`config.mk`:
```
export PLATFORM = sky130hd
export DESIGN_NAME = uart_fifo_tx
export DESIGN_NICKNAME = d
export VERILOG_FILES = /design/src/rtl/uart_pkg.sv /design/src/rtl/uart_baud_counter.sv /design/src/rtl/uart_fifo_tx.sv
export SDC_FILE = /design/constraint.sdc
export NUM_CORES = 1
export LEC_CHECK = 0
export CAP_MARGIN = 20
export CORE_UTILIZATION = 51
export DETAILED_ROUTE_END_ITERATION = 6
export GPL_TIMING_DRIVEN = 0
export PLACE_DENSITY_LB_ADDON = 0.15
export SYNTH_ARGS = -nofsm -noshare
export SYNTH_HDL_FRONTEND = slang
export SYNTH_SLANG_ARGS = --single-unit
```
`constraint.sdc`:
```
create_clock -name clk -period 1.5 [get_ports clk]
set_input_delay 0.225 -clock clk [delete_from_list [all_inputs] [get_ports clk]]
set_output_delay 0.225 -clock clk [all_outputs]
set_load 0.01 [all_outputs]
```
`src/rtl/uart_pkg.sv`:
```
// Shared UART definitions used by the transmitter and the receiver.
package uart_pkg;

   // 8N1 frame: start bit, 8 data bits, stop bit
   localparam int unsigned FRAME_BITS = 10;
   localparam logic        START_BIT  = 1'b0;
   localparam logic        STOP_BIT   = 1'b1;

   typedef enum logic [1:0] {
      StIdle  = 2'd0,
      StFetch = 2'd1,
      StLoad  = 2'd2,
      StSend  = 2'd3
   } tx_state_e;

   // Truncating division; both sides of the link must agree on this
   function automatic int unsigned clocks_per_bit(input int unsigned freq,
                                                  input int unsigned baud);
      return freq / baud;
   endfunction

endpackage

```
`src/rtl/uart_baud_counter.sv`:
```
// Bit-period counter: counts 0..CLOCKS_PER_BIT-1 while enabled and flags the last cycle.
module uart_baud_counter #(
   parameter int unsigned CLOCKS_PER_BIT = 10
) (
   input  logic clk,
   input  logic rst,
   input  logic clear,
   input  logic enable,
   output logic bit_done
);

   localparam int unsigned CntW = (CLOCKS_PER_BIT > 1) ? $clog2(CLOCKS_PER_BIT) : 1;
   localparam logic [CntW-1:0] CntMax = CntW'(CLOCKS_PER_BIT - 1);

   logic [CntW-1:0] clk_cnt_q;
   logic            at_max;

   assign at_max   = (clk_cnt_q == CntMax);
   assign bit_done = enable && at_max;

   // Counter register; clear wins over counting, wraps to 0 at the bit boundary
   always_ff @(posedge clk or posedge rst) begin
      if (rst) begin
         clk_cnt_q <= '0;
      end else if (clear) begin
         clk_cnt_q <= '0;
      end else if (enable) begin
         clk_cnt_q <= at_max ? '0 : clk_cnt_q + 1'b1;
      end
   end

endmodule

```
`src/rtl/uart_fifo_tx.sv`:
```
// FIFO-fed UART transmitter: pops one byte at a time and sends it as an 8N1 frame.
module uart_fifo_tx
   import uart_pkg::*;
#(
   parameter int unsigned CLOCK_FREQ = 125_000_000,
   parameter int unsigned BAUD_RATE  = 115_200,
   parameter int unsigned WIDTH      = 8   // must be 8 for an 8N1 frame
) (
   input  logic             clk,
   input  logic             rst,
   input  logic             fifo_empty,
   output logic             fifo_rd_en,
   input  logic [WIDTH-1:0] fifo_dout,
   output logic             serial_out,
   output logic             busy
);

   localparam int unsigned CLOCKS_PER_BIT = clocks_per_bit(CLOCK_FREQ, BAUD_RATE);
   localparam logic [3:0]  LastBit        = 4'(FRAME_BITS - 1);

   tx_state_e        state_q, state_d;
   logic [WIDTH+1:0] shift_q, shift_d;
   logic [3:0]       bit_cnt_q, bit_cnt_d;
   logic             cnt_clear;
   logic             cnt_en;
   logic             bit_done;

   uart_baud_counter #(
      .CLOCKS_PER_BIT(CLOCKS_PER_BIT)
   ) u_baud_counter (
      .clk     (clk),
      .rst     (rst),
      .clear   (cnt_clear),
      .enable  (cnt_en),
      .bit_done(bit_done)
   );

   // Next-state logic for the FSM, shift register and bit counter
   always_comb begin
      state_d   = state_q;
      shift_d   = shift_q;
      bit_cnt_d = bit_cnt_q;
      cnt_clear = 1'b0;
      cnt_en    = 1'b0;
      unique case (state_q)
         StIdle: begin
            if (!fifo_empty) state_d = StFetch;
         end
         StFetch: begin
            state_d = StLoad;
         end
         StLoad: begin
            // FIFO data is valid only in this cycle
            shift_d   = {STOP_BIT, fifo_dout, START_BIT};
            bit_cnt_d = '0;
            cnt_clear = 1'b1;
            state_d   = StSend;
         end
         StSend: begin
            cnt_en = 1'b1;
            if (bit_done) begin
               shift_d = {1'b1, shift_q[WIDTH+1:1]};
               if (bit_cnt_q == LastBit) begin
                  state_d = StIdle;
               end else begin
                  bit_cnt_d = bit_cnt_q + 4'd1;
               end
            end
         end
         default: begin
            state_d = StIdle;
         end
      endcase
   end

   // State, shift register and bit counter; reset leaves the line idle
   always_ff @(posedge clk or posedge rst) begin
      if (rst) begin
         state_q   <= StIdle;
         shift_q   <= '1;
         bit_cnt_q <= '0;
      end else begin
         state_q   <= state_d;
         shift_q   <= shift_d;
         bit_cnt_q <= bit_cnt_d;
      end
   end

   // Outputs decode the state register only, so fifo_empty never reaches fifo_rd_en
   assign fifo_rd_en = (state_q == StFetch);
   assign busy       = (state_q != StIdle);
   assign serial_out = (state_q == StSend) ? shift_q[0] : STOP_BIT;

endmodule
```
# After elaboration in Yosys (flattened, before gate mapping)
# Cells that the tools add are included.
totals:
  rom_bits: 0
  register_bits: 27
  ramBits: 0
  latch_bits: 0
  mem_count: 0
  in_bits: 11
  out_inout_bits: 3
  word_cells: 38
classes:
  shift: 0
  n_mux: 15
  reduce_logical: 8
  mul: 0
  n_lt_le_gt_ge: 0
  n_addsub: 2
  n_eq_ne: 9
  n_div: 0
  bitwise_logic: 0
ops:
  columns: ["operator", "n"]
  rows:
  - ["$mux W11", 3]
  - ["$pmux W10 S2", 1]
  - ["$add A11 B1 Y11 const B", 1]
  - ["$eq A11 B11 Y1 const B", 1]
  - ["$mux W10", 1]
  - ["$mux W4", 2]
  - ["$ne A2 B2 Y1 const B", 4]
  - ["$pmux W2 S4", 1]
  - ["$pmux W4 S2", 1]
  - ["$mux W2", 3]
  - ["$reduce_and A3 Y1", 2]
  - ["$reduce_bool A2 Y1", 3]
  - ["$add A4 B1 Y4 const B", 1]
  - ["$eq A2 B2 Y1 const B", 2]
  - ["$eq A4 B4 Y1 const B", 1]
  - ["$mux W1", 3]
  - ["$eq A2 B1 Y1 const B", 1]
  - ["$logic_not A2 Y1", 1]
  - ["$reduce_and A2 Y1", 1]
  - ["$logic_and A1 B1 Y1", 1]

# Longest topological paths before layout
logic_depth:
  depth_word: 5
  ltp_mapped: 7
  depth_no_buf: 6

# Modules after synthesis
# Synthesis repeated with hierarchy kept, for this count alone.
hier_totals:
  cells_unflattened: 151
  hier_area_um2: 1505.2
by_module_without_submodules:
  columns: ["module", "area_each_um2", "cells_per_inst", "seq_area_each_um2", "instances"]
  rows:
  - ["uart_fifo_tx", 854.6, 84, 386.6, 1]
  - ["uart_baud_counter", 650.6, 67, 275.3, 1]

# Worst setup path before layout
# No wires, ideal clock.
synth_timing:
  path_type: "register to register"
  from: "register state_q[0]"
  to: "register shift_q[1]"
  setup_ns: 0.077
  arrival_time_ns: 1.537
  synth_period_minus_slack_ns: 1.614
  stages_incl_launch_ff: 7
  slack_ns: -0.114
  n_path_buf: 2
  t_required_ns: 1.423
  cell_sequence: "dfrtp_1 inv_1 ha_1 clkbuf_1 buf_1 a211oi_1 a31oi_1"
synth_via:
  elab_chain_cells: 5
  elab_cells_between_ends: 8
  cone_classes: "eq/ne (3); mux (2); reduce/logical (3)"
synth_lines:
  columns: ["item", "line_no", "text"]
  rows:
  - ["from (decl)", "uart_fifo_tx.sv:21", "tx_state_e state_q, state_d;"]
  - ["from (signal assigned)", "uart_fifo_tx.sv:79", "state_q <= StIdle;"]
  - ["from (signal assigned)", "uart_fifo_tx.sv:83", "state_q <= state_d;"]
  - ["$eq A2 B2 Y1", "uart_fifo_tx.sv:45", "unique case (state_q)"]
  - ["$mux W1", "uart_fifo_tx.sv:45", null]
  - ["$logic_and A1 B1 Y1", "uart_baud_counter.sv:19", "assign bit_done = enable && at_max;"]
  - ["$ne A2 B2 Y1 (no line)", null, null]
  - ["$reduce_and A2 Y1 (no line)", null, null]
  - ["to (signal assigned)", "uart_fifo_tx.sv:84", "shift_q <= shift_d;"]
  - ["to (decl)", "uart_fifo_tx.sv:22", "logic [WIDTH+1:0] shift_q, shift_d;"]
# Parallel ways exist; a longest one is shown, timed or not.
# A chain may end at the register's enable or synchronous reset.

# Worst setup path after layout
layout_timing:
  from: "register u_baud_counter.clk_cnt_q[0]"
  to: "register shift_q[5]"
layout_via:
  elab_chain_cells: 4
layout_lines:
  columns: ["item", "line_no", "text"]
  rows:
  - ["from (decl)", "uart_baud_counter.sv:15", "logic [CntW-1:0] clk_cnt_q;"]
  - ["from (signal assigned)", "uart_baud_counter.sv:28", "clk_cnt_q <= at_max ? '0 : clk_cnt_q + 1'b1;"]
  - ["$eq A11 B11 Y1", "uart_baud_counter.sv:18", "assign at_max = (clk_cnt_q == CntMax);"]
  - ["$logic_and A1 B1 Y1", "uart_baud_counter.sv:19", null]
  - ["$ne A2 B2 Y1 (no line)", null, null]
  - ["$reduce_and A2 Y1 (no line)", null, null]
# No other way between the ends.

==> run summary <==
VDD IR max: 0.471 mV
RSZ-0062 raised after global routing: yes
Worst hold path type: input port to async pin
Hold Fails Final Rpt: 0
Layout cells sized above 1: 41.8%
Worst R2R Start: u_baud_counter.clk_cnt_q[0]
Synthesized area: 1580 µm²
IO Port Bufs: 13
Via count of the first global-routing pass: 1428
Crit Path Class: flip-flop to flip-flop
Simple-gate share of the synthesized area: 26.4%
WP data arrival: 1.88 ns
Top FF cell, synth: dfrtp_1
Post-synthesis cell type count: 38
Pwr Density: 529 nW/µm²
Final worst path period share: 107%
Area of the multi-input gates: 1010 µm²
Met3 usage: 2.90%
Mean Syn Cell Area: 9.26 µm²
Max clock buf depth: 2
Post-Layout Cell Count: 244
Crit path largest cell delay: 0.48 ns
Final Setup Violations: 21
CTS Root Cell: clkbuf_4
Reg area: 668 µm²
WL/cell: 18.1 µm
Area growth syn-to-layout: 40.9%
Post-route setup slack: -0.107 ns
Least-Margin Pin Slew: 0.302 ns
Pre-CTS setup slack: -0.529 ns
Total of max-cap violations: 0
Antenna violations before repair: 0
Placed Area: 1760 µm²
TritonCTS clock tree: done
GRT overflow: 0
FMAX: 622 MHz
Cell count after placement: 215
Cells after Synth: 171
Number of buffers created by CTS: 3
Total Routing Usage GR: 26.6%
Crit-path slowest cell: dfrtp_2
CTS sink count: 26
Final ANT Viol Nets: 0
Largest family of logic cells by synthesized area: simple AND/OR/NAND/NOR gates
Required time of the worst setup path: 1.77 ns
First-pass detailed-route iteration total: 6
Worst R2R Path Depth: 7
Synth Warn #: 0
CP endpoint kind: flip-flop
Gr busiest metal: met2
Drt total wl: 4410 µm
Synth Area in Adders: 7.11%
Crit. Startpoint: u_baud_counter.clk_cnt_q[0]
ANT cells: 0
Worst-path clk slew: 0.15 ns
Placer Congestion: 0.823
Die height: 57.7 µm
Vias per cell: 6.23
Layout fillers: 176
Starting Density: 55.5%
DRC: 1
Final min period: 1.61 ns
Fin nets: 234
Post-synthesis net count: 191
Register area share after synthesis: 41.8%
Post-synthesis mux area share: 3.24%
Iteration-0 DRC Markers: 103
Pleak: 0.970 nW
Violated checks: DRC, setup timing
Die area: 3330 µm²
#FFs+latches synth: 26
Rel. slew slack: 79.8%
Largest net degree at the start of global routing: 27
Worst path cell trace: inv_1 > ha_4 > nand2_2 > and3b_2 > buf_6 > nand2_1 > a31oi_1
Xor/xnor cell area share of the yosys netlist: 1.11%
Core Box Area: 2850 µm²
Synth Area in Compound Gates: 15.1%
H-Tree Depth: 1
Finished Cell Area: 2230 µm²
Hpwl dp: 2390 µm
Critical path peak fanout: 5
Std-Cell Rows: 19
Hold WS: 0.121 ns
Clk_skew: 0.0102 ns
Worst skew pair latency: 0.34 ns
Boundary Pins: 14
Final Max Tran Viols: 0
Post-synth EDFFs: 0
Fraction of registers with async set/reset: 100%
Crit path launch type: flip-flop
Met1 Use GR: 35.8%
Outcome: finished, violations left
Met2 Usage GRT: 43.0%
Die X: 57.7 µm
First-pass GRT wire length: 6660 µm
Vias: 1520
[what timing repair did]
action | in CTS | in global routing
setup endpoints to repair | 29 | 29
hold buffers | 0 | 0
pin swaps | 26 | 11
cloned | 2 | 0
resized for setup | 61 | 19
buffers inserted | 18 | 5
[worst paths after layout]
check | slack, ns | to
max in group asynchronous | 0.91 | shift_q[7]
min in group clk | 0.51 | shift_q[6]
max | -0.11 | shift_q[5]
min reg2reg | 0.51 | shift_q[6]
min | 0.12 | u_baud_counter.clk_cnt_q[5]
max reg2reg | -0.11 | shift_q[5]
[registers in the layout, summed over array words and instances (netlist names)]
name                      flops
u_baud_counter.clk_cnt_q     11
bit_cnt_q                     4
shift_q                       9
state_q                       2
[cell usage after synthesis, types with 2 or more instances]
cell type	n	share of area [%]
a211oi_1	9	4.3
a21oi_1	5	1.6
a31oi_1	12	4.7
and3_1	4	1.6
buf_6	2	1.4
clkbuf_1	5	1.2
dfrtp_1	17	27
dfstp_2	9	15
ha_1	9	7.1
inv_1	8	1.9
mux2i_1	4	2.5
nand2_1	25	5.9
nand2b_1	3	1.2
nand3_1	11	3.5
nand4_1	7	2.8
nor2_1	5	1.2
nor2b_1	9	3.6
nor3_1	3	0.95
o21ai_0	4	1.3
o311ai_0	2	1.1
[cells by family (layout without fill, tap and decap cells)]
family,after synthesis,after routing
multiplexers,5,5
adder cells (fa/ha/maj),9,9
buffers and inverters,17,59
AND/OR/NAND/NOR,76,76
flip-flops,26,26
XOR/XNOR,2,2
AO/OA/AOI/OAI,36,36
[power by group]
part	total [mW]	switching, mW	internal [mW]
Combinational	0.0726	0.0304	0.0422
Clock	0.375	0.226	0.149
Sequential	0.731	0.00949	0.722
Total	1.18	0.266	0.913
[critical path: cells and delay by family (launching register included)]
family	cells	cell delay, ns
buf+inv	2	0.26
simple gates	3	0.48
compound gates	1	0.18
fa+ha+maj	1	0.16
flops	1	0.48
[layout by cell type (no fill, tap or decap), types with 2 or more instances in the layout]
master           instances
a211oi_1                 7
a211oi_2                 2
a21oi_1                  3
a21oi_2                  2
a31oi_1                 11
and3_1                   3
buf_2                    2
buf_4                   16
buf_6                   14
clkbuf_2                 2
clkbuf_4                 4
clkdlybuf4s50_1         10
dfrtp_1                 12
dfrtp_2                  5
dfstp_2                  9
ha_1                     2
ha_4                     6
inv_1                    4
inv_2                    3
mux2i_1                  4
nand2_1                 20
nand2_2                  5
nand2b_1                 2
nand3_1                  9
nand3_2                  2
nand4_1                  7
nor2_1                   3
nor2b_1                  8
nor3_1                   2
o21ai_1                  4
o311ai_1                 2
[layer usage]
| metal | vias up | wire length, µm |
|---|---|---|
| li1 | 707 | - |
| met1 | 751 | 1820 |
| met2 | 53 | 2260 |
| met3 | 9 | 251 |
| met4 | 0 | 80 |
| met5 | - | 0 |
[per-stage QoR]
stage | setup TNS, ns | power (mW) | utilization, %
after global placement | -6.25 | 0.800 | 61.7
final | -1.42 | 1.18 | 78.2
after CTS | -0.740 | 1.17 | 73.8
after floorplan | -0.0590 | 0.767 | -
after global routing | -3.26 | 1.21 | 78.2
after detailed placement | -6.53 | 0.803 | 61.7
[area by class of cell]
| class | instances | share of cell area (%) |
|---|---|---|
| plain buffers | 8 | 3.31 |
| clock buffers | 4 | 1.63 |
| inverters | 8 | 1.46 |
| multi-input cells | 128 | 45.1 |
| flip-flops and latches | 26 | 30.0 |
| well taps | 31 | 1.74 |
| repair buffers | 39 | 16.8 |
Note: power is estimated with default switching activity, not from simulation.
